$ cat config.mk
export PLATFORM = sky130hd
export DESIGN_NAME = servo_pulse_gen_flat
export DESIGN_NICKNAME = d
export VERILOG_FILES = /design/src/rtl/servo_pulse_gen_if.sv /design/src/rtl/servo_pulse_gen.sv /design/src/flat_wrapper.sv
export SDC_FILE = /design/constraint.sdc
export NUM_CORES = 1
export LEC_CHECK = 0
export CORE_MARGIN = 5
export CORE_UTILIZATION = 64
export DETAILED_ROUTE_END_ITERATION = 16
export PLACE_DENSITY = 0.87
export SLEW_MARGIN = 20
export SYNTH_ARGS = -nofsm -noshare
export SYNTH_HDL_FRONTEND = slang
export SYNTH_SLANG_ARGS = --single-unit
$ cat constraint.sdc
create_clock -name sys_clk -period 6.87 [get_ports sys_clk]
set_clock_uncertainty 0.15 [all_clocks]
set_input_delay 0.687 -clock sys_clk [delete_from_list [all_inputs] [get_ports sys_clk]]
set_output_delay 0.687 -clock sys_clk [all_outputs]
set_load 0.01 [all_outputs]
$ cat src/rtl/servo_pulse_gen_if.sv
// servo_pulse_gen_if: control and output bundle for servo_pulse_gen.
//   enable      run frames when high
//   wr_en       width write strobe, one cycle per write
//   wr_chan     target channel of the write
//   wr_width    new pulse width in sys_clk cycles
//   pulse       registered per-channel pulse outputs
//   frame_start one-cycle strobe at phase 0 of channel 0
// master: register-decode side. slave: the pulse generator.
interface servo_pulse_gen_if #(
  parameter int unsigned CHANNELS = 2,
  parameter int unsigned CNT_W    = 19,
  parameter int unsigned CH_W     = 1
) ();
  logic                enable;
  logic                wr_en;
  logic [CH_W-1:0]     wr_chan;
  logic [CNT_W-1:0]    wr_width;
  logic [CHANNELS-1:0] pulse;
  logic                frame_start;

  modport master (
    output enable, wr_en, wr_chan, wr_width,
    input  pulse, frame_start
  );

  modport slave (
    input  enable, wr_en, wr_chan, wr_width,
    output pulse, frame_start
  );
endinterface

$ cat src/rtl/servo_pulse_gen.sv
// servo_pulse_gen: multi-channel periodic pulse generator (servos, sonar strobes).
// A shared frame counter runs 0..PERIOD-1 while enabled. Each channel has a
// double-buffered width: writes land in shadow, and active picks shadow up at
// the channel's last phase (or every cycle while disabled), so a new width
// never cuts a pulse short.
// Ports:
//   sys_clk  clock
//   rst      asynchronous active-high reset
//   bus      servo_pulse_gen_if slave (enable, wr_en/wr_chan/wr_width in;
//            pulse/frame_start out, both registered)
// Optional feature: define SERVO_PULSE_GEN_STAGGER_EN to offset channel c by
// c*(PERIOD/CHANNELS) cycles so channels do not rise together.
module servo_pulse_gen #(
  parameter int unsigned CHANNELS   = 2,
  parameter int unsigned PERIOD     = 500000,
  parameter int unsigned CNT_W      = 19,
  parameter int unsigned DEFAULT_PW = 75000,
  parameter int unsigned CH_W       = 1
) (
  input logic                sys_clk,
  input logic                rst,
  servo_pulse_gen_if.slave   bus
);

  localparam logic [CNT_W-1:0] PerW   = CNT_W'(PERIOD);
  localparam logic [CNT_W-1:0] LastW  = CNT_W'(PERIOD - 1);
  localparam logic [CNT_W-1:0] RstPw  = (DEFAULT_PW > PERIOD) ? PerW : CNT_W'(DEFAULT_PW);
`ifdef SERVO_PULSE_GEN_STAGGER_EN
  localparam int unsigned      Step   = PERIOD / CHANNELS;
`endif

  logic [CNT_W-1:0]    cnt_q, cnt_d;
  logic [CNT_W-1:0]    shadow_q [CHANNELS];
  logic [CNT_W-1:0]    shadow_d [CHANNELS];
  logic [CNT_W-1:0]    active_q [CHANNELS];
  logic [CNT_W-1:0]    active_d [CHANNELS];
  logic [CNT_W-1:0]    ph       [CHANNELS];
  logic [CNT_W-1:0]    wr_clamped;
  logic [CHANNELS-1:0] pulse_q, pulse_d;
  logic                frame_start_q, frame_start_d;

  always_comb begin
    wr_clamped    = (bus.wr_width > PerW) ? PerW : bus.wr_width;
    cnt_d         = '0;
    if (bus.enable) begin
      cnt_d = (cnt_q == LastW) ? '0 : cnt_q + CNT_W'(1);
    end
    frame_start_d = bus.enable && (cnt_q == '0);
    pulse_d       = '0;

    for (int c = 0; c < CHANNELS; c++) begin
`ifdef SERVO_PULSE_GEN_STAGGER_EN
      // (cnt - off) mod PERIOD without a divider; off < PERIOD always.
      if (cnt_q >= CNT_W'(c * Step)) begin
        ph[c] = cnt_q - CNT_W'(c * Step);
      end else begin
        ph[c] = cnt_q + (PerW - CNT_W'(c * Step));
      end
`else
      ph[c] = cnt_q;
`endif
      // Out-of-range wr_chan matches no channel, so the write is dropped.
      shadow_d[c] = (bus.wr_en && (bus.wr_chan == CH_W'(c))) ? wr_clamped : shadow_q[c];
      // shadow_d carries the same-cycle write, giving the copy-point bypass.
      active_d[c] = (!bus.enable || (ph[c] == LastW)) ? shadow_d[c] : active_q[c];
      pulse_d[c]  = bus.enable && (ph[c] < active_q[c]);
    end
  end

  always_ff @(posedge sys_clk or posedge rst) begin
    if (rst) begin
      cnt_q         <= '0;
      pulse_q       <= '0;
      frame_start_q <= 1'b0;
      for (int c = 0; c < CHANNELS; c++) begin
        shadow_q[c] <= RstPw;
        active_q[c] <= RstPw;
      end
    end else begin
      cnt_q         <= cnt_d;
      pulse_q       <= pulse_d;
      frame_start_q <= frame_start_d;
      for (int c = 0; c < CHANNELS; c++) begin
        shadow_q[c] <= shadow_d[c];
        active_q[c] <= active_d[c];
      end
    end
  end

  assign bus.pulse       = pulse_q;
  assign bus.frame_start = frame_start_q;

endmodule

$ cat src/flat_wrapper.sv
// flat-port wrapper written by rule: the top's interface ports become plain ports
module servo_pulse_gen_flat 
#(
  parameter int unsigned CHANNELS   = 2,
  parameter int unsigned PERIOD     = 500000,
  parameter int unsigned CNT_W      = 19,
  parameter int unsigned DEFAULT_PW = 75000,
  parameter int unsigned CH_W       = 1
)
  (sys_clk, rst, bus_enable, bus_wr_en, bus_wr_chan, bus_wr_width, bus_pulse, bus_frame_start);
  servo_pulse_gen_if #(.CHANNELS(CHANNELS), .CNT_W(CNT_W), .CH_W(CH_W)) bus_i ();
  input logic sys_clk;
  input logic rst;
  input wire logic [$bits(bus_i.enable)-1:0] bus_enable;
  input wire logic [$bits(bus_i.wr_en)-1:0] bus_wr_en;
  input wire logic [$bits(bus_i.wr_chan)-1:0] bus_wr_chan;
  input wire logic [$bits(bus_i.wr_width)-1:0] bus_wr_width;
  output wire logic [$bits(bus_i.pulse)-1:0] bus_pulse;
  output wire logic [$bits(bus_i.frame_start)-1:0] bus_frame_start;
  assign bus_i.enable = bus_enable;
  assign bus_i.wr_en = bus_wr_en;
  assign bus_i.wr_chan = bus_wr_chan;
  assign bus_i.wr_width = bus_wr_width;
  assign bus_pulse = bus_i.pulse;
  assign bus_frame_start = bus_i.frame_start;
  servo_pulse_gen #(.CHANNELS(CHANNELS), .PERIOD(PERIOD), .CNT_W(CNT_W), .DEFAULT_PW(DEFAULT_PW), .CH_W(CH_W)) u_core (.sys_clk(sys_clk), .rst(rst), .bus(bus_i));
endmodule
# Word level (Yosys, flattened, before mapping)
# Index checks and enable logic that the tools add are counted.
word_totals:
  output_inout_bits: 3
  inputBits: 24
  register_bits: 98
  word_cells: 26
op_classes:
  add_sub_neg: 1
  n_lt_le_gt_ge: 3
  bitwise_logic: 1
  n_reduce_logical: 8
  n_eq_ne: 1
  n_mux: 5
op_table:
  columns: ["operator", "count"]
  rows:
  - ["2-to-1 mux 19 bit", 5]
  - ["< comparator 19 bit", 2]
  - ["adder 19 x 1 -> 19 bit, second input constant", 1]
  - ["equality test 19 bit, second input constant", 1]
  - ["greater-than comparator 19 bit, second input constant", 1]
  - ["zero test 19 bit", 1]
  - ["logical AND 1 bit", 5]
  - ["zero test 1 bit", 1]
  - ["logical OR 1 bit", 1]
  - ["inverter 1 bit", 1]

# Longest topological paths before layout
depth:
  depth_word: 3
  ltp_mapped: 7
  depth_no_buf: 7

# Least setup slack after synthesis
# OpenSTA, ideal clock, no wires.
synth_path:
  kind: "input to register"
  startpoint: "input port bus_wr_width[11]"
  endpoint: "register u_core.active_q[24] in the netlist's numbering"
  slack_ns: 4.709
  t_arrival_ns: 1.929
  path_stages: 5
  required_time_ns: 6.638
  path_buffers: 0
  setup_time_ns: 0.082
  path_cell_list: "nor4_4 > or3b_4 > o22ai_4 > a22oi_2 > mux2_4"
synth_rtl:
  columns: ["item", "line", "source"]
  rows:
  - ["start: declaration", "flat_wrapper.sv:17", "input wire logic [$bits(bus_i.wr_width)-1:0] bus_wr_width;"]
  - ["end signal: indexed assignment", "servo_pulse_gen.sv:77", "active_q[c] <= RstPw;"]
  - ["end signal: indexed assignment", "servo_pulse_gen.sv:85", "active_q[c] <= active_d[c];"]
  - ["end: declaration", "servo_pulse_gen.sv:35", "logic [CNT_W-1:0] active_q [CHANNELS];"]

==> flow_summary.toml <==
[floorplanning]
io_pins = 27
die_w_um = 97.5
die_h_um = 97.5
initial_core_util_pct = 64.4
rows = 32
fp.coreArea_um2 = 7610
die-area_um2 = 9500

[grt]
grt-ovfl-total = 0
grtUsageTotal_pct = 22.6
grt_max_degree = 69
gr-usage-met3_pct = 3.95
grt_pass1_wl_mm = 17.2
grt_pass1_vias = 3507
use_met2_pct = 39.1
met1_usage_pct = 27.8
antenna_found_initial = 0
top_usage_layer = "met2"

[placed_design]
gp_congestion = 0.804
dp.cells = 551
portBuffers = 26
dp_hpwl_mm = 7.48

[clock_tree]
clock_latency_ns = 0.36
cts_hold_buf = 0
cts_buffer_depth = 2
cts_resized = 0
cts_tree = "done"
clock-root-buffer = "clkbuf_8"
cts_sinks = 98
cts.htree.levels = 3
cts_setup_buffers = 0
cts_inserted_buffers = 9
clkSlewWorstSetupHoldPaths_ns = 0.10

[drt]
initialDrtViolationCount = 139
dr.pass1.iters = 4
viasPerCell = 6.00
wl_mm = 10.3
via_count = 3403
wl_per_cell_um = 18.1
ant_nets = 0
drc = 0

[yosys]
synthFlopType = "dfrtp_1"
synth_enable_flop_cells = 0
avgSynthCellArea_um2 = 11.4
ys_seq_area_share_pct = 50.9
synthAdderAreaFrac_pct = 9.71
syn_nets = 493
synth_top_family_by_area = "simple AND/OR/NAND/NOR gates"
yosys.area_share.simple_pct = 12.0
synthCells = 431
synth_compound_area_share_pct = 9.53
syn_area_um2 = 4900
synth_xor_area_share_pct = 3.04
synth_seq_cells = 98
ys_types = 48
synth_warnings = 0
async_flop_share_pct = 100
muxShareOfSynthArea_pct = 10.3

[sta]
max_freq_mhz = 340
maxSlewViolCount = 0
tns_ns = 0
tightest_slew_ns = 0.984
post-route-period-util_pct = 42.8
finalCriticalPeriod_ns = 2.94
maxSlewHeadroom_pct = 34.3
finalHoldViolations = 0
rsz0062_at_grt = "no"
finalSetupViolCount = 0

[layout]
n_antenna_cell = 0
syn_to_final_growth_pct = 11.6
stdcell_count = 567
nets = 522
final_cell_mix = "dfrtp_1, inv_1, ha_1"
drive_gt1_share_pct = 18.7
layout_commonest_cell = "dfrtp_1"

[power]
power_density_nw_per_um2 = 238
ir_drop_uv = 128
p_leak_nw = 2.53

[worst_setup_path]
crit_family = "simple AND/OR/NAND/NOR gates"
end_kind = "flop"
critPathSlowestCell = "or3b_1"
startpoint_type = "primary input"
max_stage_delay_ns = 0.63
crit_chain = "clkdlybuf4s50_1, nand2_1, or3b_1, o22ai_4, a21oi_2, mux2_4"
cp.required_ns = 7.02
crit_arrival_ns = 3.09
critPathMaxFanout = 27
crit_buf_inv = 1
crit_type = "primary input to flop"

[min_path]
hold_path_class = "flop to flop"

[status]
status = "complete, no violations"

[job]
maxCapViolCount = 0
[worst min-delay path, delay by kind of cell (launching register included)]
family             cells  cell delay, ns
and+or+nand+nor        1            0.04
AOI/OAI and AO/OA      1            0.08
DFF                    1            0.38
[cell families after synthesis]
group | Yosys count
xor gates and xnor gates | 17
and+or+nand+nor | 112
AOI/OAI and AO/OA | 68
adders and majority gates | 38
muxes | 44
buffers and inverters | 54
DFF | 98
[area by class of cell]
type / instances / area, um^2
sequential: 98 / 2490
clock inverter: 7 / 83.8
timing repair buffer: 29 / 283
fill: 521 / 2140
clock buffer: 9 / 124
inverter: 43 / 163
tap: 102 / 128
multi-input combinational: 279 / 2190
[per-layer routing]
layer	part of all wire (%)	vias to the layer above	wire, um
li1	-	1572	-
met1	42	1734	4360
met2	51	74	5270
met3	3.5	23	355
met4	2.7	0	280
met5	0	-	0
[power by group]
part	total, mW	switching (mW)	leakage, nW	internal (mW)
Clock	0.385	0.211	0.102	0.175
Sequential	0.703	0.0345	1.17	0.669
Combinational	0.212	0.115	1.25	0.0974
Total	1.30	0.360	2.53	0.941
[synthesized netlist by cell type, types with 11 or more instances]
cell / instances / area [um^2]
nand2_1: 31 / 116
o21ai_0: 13 / 65.1
nand3_1: 11 / 55.1
xor2_1: 12 / 105
dfstp_2: 32 / 841
mux2_1: 17 / 191
nor2_1: 25 / 93.8
nand4_1: 12 / 75.1
dfrtp_1: 66 / 1650
mux2_2: 25 / 282
inv_1: 43 / 161
a22o_1: 14 / 123
ha_1: 38 / 475
a21oi_1: 14 / 70.1
[per-stage QoR]
| stage | hold WS, ns | utilization (%) | power [mW] | setup slack (ns) | area, um^2 |
|---|---|---|---|---|---|
| 2_1_floorplan | 0.296 | - | 0.849 | 3.52 | 4900 |
| 3_3_place_gp | 0.317 | 69.1 | 0.906 | 3.66 | 5260 |
| 3_5_place_dp | 0.331 | 69.1 | 0.925 | 3.55 | 5260 |
| 4_1_cts | 0.348 | 71.9 | 1.31 | 3.93 | 5470 |
| 5_1_grt | 0.369 | 71.9 | 1.37 | 3.76 | 5470 |
| 6_report | 0.344 | 71.9 | 1.30 | 3.93 | 5470 |
[registers in the layout, indices dropped and copies added (netlist names)]
| register | flops |
|---|---|
| u_core.active_q | 38 |
| u_core.shadow_q | 38 |
| u_core.cnt_q | 19 |
| u_core.bus.pulse | 2 |
| u_core.bus.frame_start | 1 |
[final timing paths]
| path | start | end | slack (ns) | depth (start not counted) |
|---|---|---|---|---|
| max in group asynchronous | rst | u_core.bus.frame_start | 4.83 | 3 |
| min reg2reg | u_core.shadow_q[29] | u_core.shadow_q[29] | 0.34 | 2 |
| min in group asynchronous | rst | u_core.shadow_q[28] | 0.50 | 2 |
| max | bus_wr_en | u_core.active_q[5] | 3.93 | 6 |
| max reg2reg | u_core.cnt_q[7] | u_core.active_q[36] | 4.01 | 5 |
| min | u_core.shadow_q[29] | u_core.shadow_q[29] | 0.34 | 2 |
(Power assumes the default switching activity.)
